### config.mk
export PLATFORM = sky130hd
export DESIGN_NAME = fft_frame_sequencer
export DESIGN_NICKNAME = d
export VERILOG_FILES = /design/src/rtl/mfcc_pkg.sv /design/src/rtl/fft_watchdog.sv /design/src/rtl/fft_frame_sequencer.sv
export SDC_FILE = /design/constraint.sdc
export NUM_CORES = 1
export LEC_CHECK = 0
export CAP_MARGIN = 25
export CORE_MARGIN = 4
export CORE_UTILIZATION = 45
export CTS_CLUSTER_DIAMETER = 200
export DETAILED_ROUTE_END_ITERATION = 6
export GPL_TIMING_DRIVEN = 0
export HOLD_SLACK_MARGIN = 0.1
export PLACE_DENSITY = 0.9
export SYNTH_ARGS = -nofsm -noshare
export SYNTH_HDL_FRONTEND = slang
export SYNTH_HIERARCHICAL = 1
export SYNTH_SLANG_ARGS = --single-unit
### constraint.sdc
create_clock -name clk -period 2.4 [get_ports clk]
set_clock_uncertainty 0.2 [all_clocks]
set_input_delay 0.48 -clock clk [delete_from_list [all_inputs] [get_ports clk]]
set_output_delay 0.48 -clock clk [all_outputs]
set_load 0.1 [all_outputs]
### src/rtl/mfcc_pkg.sv
// Shared types and constants for the MFCC front-end chain.
package mfcc_pkg;

    localparam int unsigned NFFT_DEF  = 512;
    localparam int unsigned RFFT_BINS = NFFT_DEF / 2 + 1;

    typedef enum logic [2:0] {
        IDLE     = 3'd0,
        LOAD     = 3'd1,
        PAD      = 3'd2,
        START    = 3'd3,
        WAIT_FFT = 3'd4,
        FINISH   = 3'd5
    } seq_state_t;

    // Number of one-sided power bins (0..nfft/2) for a given FFT length.
    function automatic int unsigned rfft_bins(input int unsigned nfft);
        return nfft / 2 + 1;
    endfunction

endpackage

### src/rtl/fft_watchdog.sv
// Cycle counter that flags expiry once it has counted TIMEOUT_CYCLES-1 enabled cycles.
module fft_watchdog #(
    parameter int unsigned TIMEOUT_CYCLES = 8192
) (
    input  logic clk,
    input  logic rst_n,
    input  logic clear_i,
    input  logic enable_i,
    output logic expired_o
);

    localparam int unsigned     CNT_W      = $clog2(TIMEOUT_CYCLES) + 1;
    localparam logic [CNT_W-1:0] PRE_EXPIRE = CNT_W'(TIMEOUT_CYCLES - 2);

    logic [CNT_W-1:0] cnt_q;
    logic             expired_q;

    // expired_q is registered alongside the count so it is high exactly while cnt_q == TIMEOUT_CYCLES-1.
    always_ff @(posedge clk) begin
        if (!rst_n || clear_i) begin
            cnt_q     <= '0;
            expired_q <= 1'b0;
        end else if (enable_i) begin
            cnt_q     <= cnt_q + CNT_W'(1);
            expired_q <= (cnt_q == PRE_EXPIRE);
        end
    end

    assign expired_o = expired_q;

endmodule

### src/rtl/fft_frame_sequencer.sv
// Loads one windowed frame into the FFT buffer, zero-pads, starts the FFT with a watchdog,
// and forwards the one-sided power spectrum to the mel stage.
module fft_frame_sequencer
    import mfcc_pkg::*;
#(
    parameter int unsigned NFFT           = NFFT_DEF,
    parameter int unsigned NFFT_LOG2      = $clog2(NFFT),
    parameter int unsigned FRAME_LEN      = 400,
    parameter int unsigned INPUT_WIDTH    = 16,
    parameter int unsigned COMPLEX_WIDTH  = 32,
    parameter int unsigned TIMEOUT_CYCLES = 8192,
    parameter int unsigned FRAME_CNT_W    = 16
) (
    input  logic                     clk,
    input  logic                     rst_n,
    input  logic                     enable_i,
    input  logic                     sample_valid_i,
    input  logic [INPUT_WIDTH-1:0]   sample_i,
    output logic                     sample_ready_o,
    output logic                     fft_in_valid_o,
    output logic [NFFT_LOG2-1:0]     fft_frame_ptr_o,
    output logic [INPUT_WIDTH-1:0]   fft_real_o,
    output logic                     fft_start_o,
    input  logic                     fft_done_i,
    input  logic                     fft_power_valid_i,
    input  logic [NFFT_LOG2-1:0]     fft_power_ptr_i,
    input  logic [COMPLEX_WIDTH-1:0] fft_power_i,
    output logic                     bin_valid_o,
    output logic [NFFT_LOG2-1:0]     bin_idx_o,
    output logic [COMPLEX_WIDTH-1:0] bin_power_o,
    output logic                     frame_done_o,
    output logic [FRAME_CNT_W-1:0]   frame_cnt_o,
    output logic                     busy_o,
    output logic                     timeout_err_o
);

    // One extra bit so the pointer compare cannot wrap when FRAME_LEN == NFFT.
    localparam int unsigned          PTR_W       = NFFT_LOG2 + 1;
    localparam logic [PTR_W-1:0]     LAST_SAMPLE = PTR_W'(FRAME_LEN - 1);
    localparam logic [PTR_W-1:0]     LAST_PTR    = PTR_W'(NFFT - 1);
    localparam logic [NFFT_LOG2-1:0] LAST_BIN    = NFFT_LOG2'(rfft_bins(NFFT) - 1);

    seq_state_t               state_q;
    logic [PTR_W-1:0]         wp_q;
    logic                     in_valid_q;
    logic [NFFT_LOG2-1:0]     ptr_q;
    logic [INPUT_WIDTH-1:0]   real_q;
    logic                     start_q;
    logic                     frame_done_q;
    logic [FRAME_CNT_W-1:0]   frame_cnt_q;
    logic                     busy_q;
    logic                     timeout_err_q;
    logic                     bin_valid_q;
    logic [NFFT_LOG2-1:0]     bin_idx_q;
    logic [COMPLEX_WIDTH-1:0] bin_power_q;
    logic                     wd_clear;
    logic                     wd_enable;
    logic                     wd_expired;

    assign sample_ready_o = (state_q == LOAD);
    assign wd_clear       = (state_q == START);
    assign wd_enable      = (state_q == WAIT_FFT);

    fft_watchdog #(
        .TIMEOUT_CYCLES (TIMEOUT_CYCLES)
    ) u_watchdog (
        .clk       (clk),
        .rst_n     (rst_n),
        .clear_i   (wd_clear),
        .enable_i  (wd_enable),
        .expired_o (wd_expired)
    );

    always_ff @(posedge clk) begin
        if (!rst_n) begin
            state_q       <= IDLE;
            wp_q          <= '0;
            in_valid_q    <= 1'b0;
            ptr_q         <= '0;
            real_q        <= '0;
            start_q       <= 1'b0;
            frame_done_q  <= 1'b0;
            frame_cnt_q   <= '0;
            busy_q        <= 1'b0;
            timeout_err_q <= 1'b0;
            bin_valid_q   <= 1'b0;
            bin_idx_q     <= '0;
            bin_power_q   <= '0;
        end else begin
            in_valid_q   <= 1'b0;
            start_q      <= 1'b0;
            frame_done_q <= 1'b0;

            // Power forwarding runs in every state; out-of-range bins are dropped.
            bin_valid_q <= fft_power_valid_i && (fft_power_ptr_i <= LAST_BIN);
            if (fft_power_valid_i && (fft_power_ptr_i <= LAST_BIN)) begin
                bin_idx_q   <= fft_power_ptr_i;
                bin_power_q <= fft_power_i;
            end

            unique case (state_q)
                IDLE: begin
                    if (enable_i) begin
                        wp_q    <= '0;
                        busy_q  <= 1'b1;
                        state_q <= LOAD;
                    end
                end
                LOAD: begin
                    if (sample_valid_i) begin
                        in_valid_q <= 1'b1;
                        ptr_q      <= wp_q[NFFT_LOG2-1:0];
                        real_q     <= sample_i;
                        wp_q       <= wp_q + PTR_W'(1);
                        if (wp_q == LAST_SAMPLE) begin
                            state_q <= (LAST_SAMPLE == LAST_PTR) ? START : PAD;
                        end
                    end
                end
                PAD: begin
                    in_valid_q <= 1'b1;
                    ptr_q      <= wp_q[NFFT_LOG2-1:0];
                    real_q     <= '0;
                    wp_q       <= wp_q + PTR_W'(1);
                    if (wp_q == LAST_PTR) begin
                        state_q <= START;
                    end
                end
                START: begin
                    start_q <= 1'b1;
                    state_q <= WAIT_FFT;
                end
                WAIT_FFT: begin
                    // Done takes priority over a timeout landing on the same cycle.
                    if (fft_done_i) begin
                        frame_done_q <= 1'b1;
                        frame_cnt_q  <= frame_cnt_q + FRAME_CNT_W'(1);
                        state_q      <= FINISH;
                    end else if (wd_expired) begin
                        timeout_err_q <= 1'b1;
                        busy_q        <= 1'b0;
                        state_q       <= IDLE;
                    end
                end
                FINISH: begin
                    busy_q  <= 1'b0;
                    state_q <= IDLE;
                end
                default: begin
                    busy_q  <= 1'b0;
                    state_q <= IDLE;
                end
            endcase
        end
    end

    assign fft_in_valid_o  = in_valid_q;
    assign fft_frame_ptr_o = ptr_q;
    assign fft_real_o      = real_q;
    assign fft_start_o     = start_q;
    assign frame_done_o    = frame_done_q;
    assign frame_cnt_o     = frame_cnt_q;
    assign busy_o          = busy_q;
    assign timeout_err_o   = timeout_err_q;
    assign bin_valid_o     = bin_valid_q;
    assign bin_idx_o       = bin_idx_q;
    assign bin_power_o     = bin_power_q;

endmodule
Word-level counts from Yosys, hierarchy flattened

Index checks and enable logic that the tools add are counted.

Bits in registers: 116
Bits in latches: 0
Memory bits (writable): 0
Bits in read-only memories: 0
Input port bits: 63
Output and inout port bits: 89
Word-level logic and storage cells: 71
Memories: 0

Add/sub/neg operators: 3
Multiply operators: 0
Divide/modulo/power cells: 0
$lt $le $gt $ge: 1
Equality and inequality tests: 14
Shift operators: 0
Muxes and demuxes: 22
Bitwise logic cells: 2
Reductions and logical operators: 14

Operators by type and width:

| operator                                              | count |
|---|---|
| one-hot mux 16 bit (2 select lines)                   | 1 |
| one-hot mux 10 bit (3 select lines)                   | 1 |
| equality test 10 x 9 -> 1 bit, second input constant  | 2 |
| 2-to-1 mux 10 bit                                     | 2 |
| 2-to-1 mux 3 bit                                      | 6 |
| one-hot mux 9 bit (2 select lines)                    | 1 |
| adder 16 x 1 -> 16 bit, second input constant         | 1 |
| 2-to-1 mux 16 bit                                     | 1 |
| one-hot mux 3 bit (5 select lines)                    | 1 |
| adder 14 x 1 -> 14 bit, second input constant         | 1 |
| equality test 14 x 13 -> 1 bit, second input constant | 1 |
| adder 10 x 1 -> 10 bit, second input constant         | 1 |
| inequality test 2 bit, second input constant          | 5 |
| less-or-equal comparator 9 bit, second input constant | 1 |
| 2-to-1 mux 9 bit                                      | 1 |
| equality test 3 x 2 -> 1 bit, second input constant   | 2 |
| 2-to-1 mux 1 bit                                      | 6 |
| AND reduction 2 bit                                   | 3 |
| AND reduction 3 bit                                   | 2 |
| AND reduction 5 bit                                   | 1 |
| AND reduction 4 bit                                   | 1 |
| equality test 3 x 1 -> 1 bit, second input constant   | 1 |
| equality test 3 bit, second input constant            | 1 |
| zero test 3 bit                                       | 1 |
| other kinds (11)                                      | 12 |

Longest topological paths before layout

Depth after elaboration: 4
Depth in mapped cells: 8

Cells and area by module

Netlist, hierarchy kept.

By module, submodules not included:

| module              | times used | cells an instance | area an instance (µm²) | seq. area each (µm²) |
|---|---|---|---|---|
| fft_frame_sequencer | 1          | 430               | 3,816.2                | 2,021.9 |
| fft_watchdog        | 1          | 81                | 742.0                  | 300.3 |

Worst setup path after synthesis

OpenSTA, ideal clock, no wires.

Path type: flip-flop to flip-flop
Start point: register frame_cnt_q[3] (netlist: frame_cnt_o[3])
End point: register frame_cnt_q[15] (netlist: frame_cnt_o[15])
Data arrival time: 2,235 ps
Data required time: 2,130 ps
Slack: -105 ps
Cell stages (with the launch flop): 6
Path buffers: 0
Cells stage by stage: dfxtp_1 -> nand4_1 -> nor2_1 -> nand3_4 -> or3_1 -> a21oi_1

Word-level cells in the longest chain between the ends: 1

RTL lines:

| element                  | line                       | source |
|---|---|---|
| start: declaration       | fft_frame_sequencer.sv:50  | `logic [FRAME_CNT_W-1:0] frame_cnt_q;` |
| start signal: assignment | fft_frame_sequencer.sv:137 | `frame_cnt_q <= frame_cnt_q + FRAME_CNT_W'(1);` |
| adder 16 x 1 -> 16 bit   | fft_frame_sequencer.sv:137 |  |

No other way between the ends.
A chain may end at the register's enable or synchronous reset.

Worst setup path after layout

Start point: register bin_idx_q[6] (netlist: bin_idx_o[6])
End point: output port bin_idx_o[6]

RTL lines:

| element                  | line                      | source |
|---|---|---|
| start: declaration       | fft_frame_sequencer.sv:54 | `logic [NFFT_LOG2-1:0] bin_idx_q;` |
| start signal: assignment | fft_frame_sequencer.sv:97 | `bin_idx_q <= fft_power_ptr_i;` |
| end: declaration         | fft_frame_sequencer.sv:29 | `output logic [NFFT_LOG2-1:0] bin_idx_o,` |

No word-level cell between the ends.

==> impl_metrics.tcl <==
set metrics [dict create \
    syn_area_cell_um2 8.92 \
    report.final.hold_viol_count 0 \
    master_of_the_slowest_instance_on_the_critical_path "dlygate4sd2_1" \
    multi_input_area_um2 2070 \
    clk_pin_slew_ns 0.06 \
    drive_gt1_frac 0.144 \
    antenna_found_initial 0 \
    globalRouteOverflowTotal 0 \
    synth-seq-cells 116 \
    antenna-diode-count 0 \
    dr_total_vias 4256 \
    final_cell_count_no_fill 827 \
    place.detailed.instances 795 \
    floorplan.io_pins 152 \
    max-clock-path-buffers 2 \
    worst_hold_path_type "register to register" \
    kind_of_end_point_of_the_critical_path "primary output" \
    worst_path_dominant_cell_family "buffers and inverters" \
    max-slew-margin-rel 0.339 \
    synth_area_leaders "dfxtp_1 (51%), nand2_1 (8.2%), a21oi_1 (5.9%)" \
    start_kind "register" \
    number_of_warnings_issued_by_yosys 6 \
    firstDrtPassIters 5 \
    design.final.nets 748 \
    holdBufCountCts 0 \
    first_iter_violations 195 \
    setup_repair_after_global_routing_missed_its_margin "no" \
    grt_max_degree 17 \
    gp_routability_congestion 0.867 \
    count_of_flip_flops_with_a_built_in_enable_after_synthesis 0 \
    worst-path-max-fanout 2 \
    dpl-instance-area_um2 6240 \
    yosys-top-cells-count "dfxtp_1 (116), nand2_1 (100), a21oi_1 (54)" \
    number_of_buffers_inserted_during_clock_tree_synthesis 17 \
    floorplan.die_area_um2 11800 \
    die_height_um 109 \
    power.leakage_uw 0.00263 \
    number_of_global_route_vias_before_repair 4199 \
    wl_per_cell_um 15.4 \
    ant_nets 0 \
    clk_latency_ns 0.50 \
    tritoncts "yes" \
    post-cts-setup-buffers 0 \
    synth.distinct_cells 49 \
    finalCriticalPeriod_ns 2.36 \
    max_stage_delay_ns 0.86 \
    powerDensity_nw_per_um2 907 \
    maxSlewViolCount 0 \
    postCtsResizedCells 149 \
    drv.max_cap_violation_count 0 \
    vdd.ir_drop.worst_uv 525 \
    io_buffer_count 151 \
    viasPerCell 5.15 \
    cp_cell_instances "dlygate4sd2_1" \
    ff_latch_area_um2 2330 \
    grt_first_pass_wirelength_mm 19.9 \
    cp.buffers_inverters 1 \
    yosysSeqAreaShare 0.509 \
    synth_area_leader_cell "dfxtp_1" \
    critical_setup_path_class "register to primary output" \
    yosys.cell_count.top_type "dfxtp_1" \
    max_clock_freq_mhz 423 \
    fp.dieW_um 109 \
    critPathRequiredTime_ns 1.72 \
    h-tree-depth 4 \
    post-place-ws_ns -0.359 \
    layout.cell_area.non_filler_um2 6720 \
    clockRootBuffer "clkbuf_8" \
    dr_drc_count 0 \
    worst_slack_ns 0.0362 \
    globalRouteTotalUtil 0.213 \
    filler_cell_count 770 \
    synthesized_instance_count 511 \
    netlist.area_leader.share 0.509 \
    dpl.hpwl_mm 9.30 \
    synth_nets 578 \
    arrival_ns 1.68 \
    initial_util 0.464 \
    count_of_standard_cell_rows 36 \
    layout_stage_area_growth_over_the_synthesis_result_pct 47.4 \
    detail_route.wirelength_mm 12.8 \
    worst-slew-pin-transition_ns 0.996 \
    cell_area_after_synthesis_um2 4560 \
    predominant_post_synthesis_flop_cell "dfxtp_1" \
    cts.sink_count 116 \
    async_reset_ff_frac 0 \
    setup_viol_count_final 0 \
    final_cycle_utilization_of_the_critical_path 0.985 \
    fp.coreArea_um2 9820 \
    run_status "finished clean" \
]
sequential cells by signal, indices dropped and copies added, names as in the netlist:
name	flops
busy_o	1
fft_start_o	1
frame_done_o	1
timeout_err_o	1
fft_in_valid_o	1
bin_idx_o	9
frame_cnt_o	16
bin_valid_o	1
u_watchdog/expired_o	1
fft_frame_ptr_o	9
fft_real_o	16
state_q	3
bin_power_o	32
wp_q	10
u_watchdog/cnt_q	14
final cells by class:
class	instances	share of cell area
buffer	30	0.0209
inverter	8	0.00447
timing repair buffer	151	0.206
clock inverter	12	0.0229
multi-input combinational	357	0.308
clock buffer	20	0.0663
sequential	116	0.346
tap	133	0.0248
layout by cell type, fill, tap and decap left out, types with 3 or more instances in the layout:
cell,instances
mux2i_1,16
xnor2_1,6
clkbuf_8,3
nand2b_1,6
o31ai_1,5
clkbuf_1,16
dlygate4sd2_1,8
clkdlybuf4s50_1,62
and3_1,7
nand4_1,9
clkinv_2,3
or4_1,5
clkdlybuf4s15_1,37
o21a_1,3
and2_1,5
clkdlybuf4s15_2,15
nor2_1,47
clkbuf_16,16
ha_1,4
dfxtp_2,4
clkbuf_2,32
nor2b_1,4
clkinvlp_4,3
bufinv_16,3
nor4_1,4
o21ai_0,5
buf_2,6
a21oi_1,54
xor2_1,17
inv_1,8
nand3_1,8
nor3_1,5
nand2_1,100
a22o_1,16
dfxtp_1,112
nand3b_1,3
path summary, 6_finish.rpt:
| check | startpoint | to | slack, ns | cells past startpoint |
|---|---|---|---|---|
| hold reg to reg | bin_power_o[25] | bin_power_o[25] | 0.25 | 2 |
| setup / recovery | bin_idx_o[6] | bin_idx_o[6] | 0.04 | 1 |
| hold / removal | bin_power_o[25] | bin_power_o[25] | 0.25 | 2 |
| setup reg to reg | state_q[0] | u_watchdog/cnt_q[10] | 0.14 | 6 |
per-stage QoR:
step           setup TNS (ns)  power [µW]  hold WS, ns   util
5_1_grt                     0        6300        0.270  0.684
6_report                    0        6100        0.247  0.684
2_1_floorplan               0        3240        0.237      -
4_1_cts                     0        6120        0.250  0.692
3_5_place_dp           -20.36        3650        0.245  0.636
3_3_place_gp           -17.24        3620        0.237  0.636
logic make-up after synthesis:
family / count (synthesis) / share of synthesized area
adders and majority gates: 4 / 0.0110
DFF: 116 / 0.509
buffers and inverters: 38 / 0.0360
and+or+nand+nor: 221 / 0.238
AOI/OAI and AO/OA: 93 / 0.127
xor gates and xnor gates: 23 / 0.0442
muxes: 16 / 0.0351
where the power goes:
group / internal, µW / total [µW] / switching, µW
Clock: 1640 / 2520 / 887
Sequential: 2030 / 2100 / 63.2
Combinational: 404 / 1480 / 1070
routing by layer:
layer  wire length [µm]  GRT usage  up-vias  share of wire
li1                   -          -     2097              -
met3                908     0.0592       27          0.071
met2               6570      0.371      138           0.51
met5                  0          0        -              0
met1               4970      0.244     1994           0.39
met4                313     0.0920        0          0.025
No activity file was read; power rests on OpenSTA's default activity.
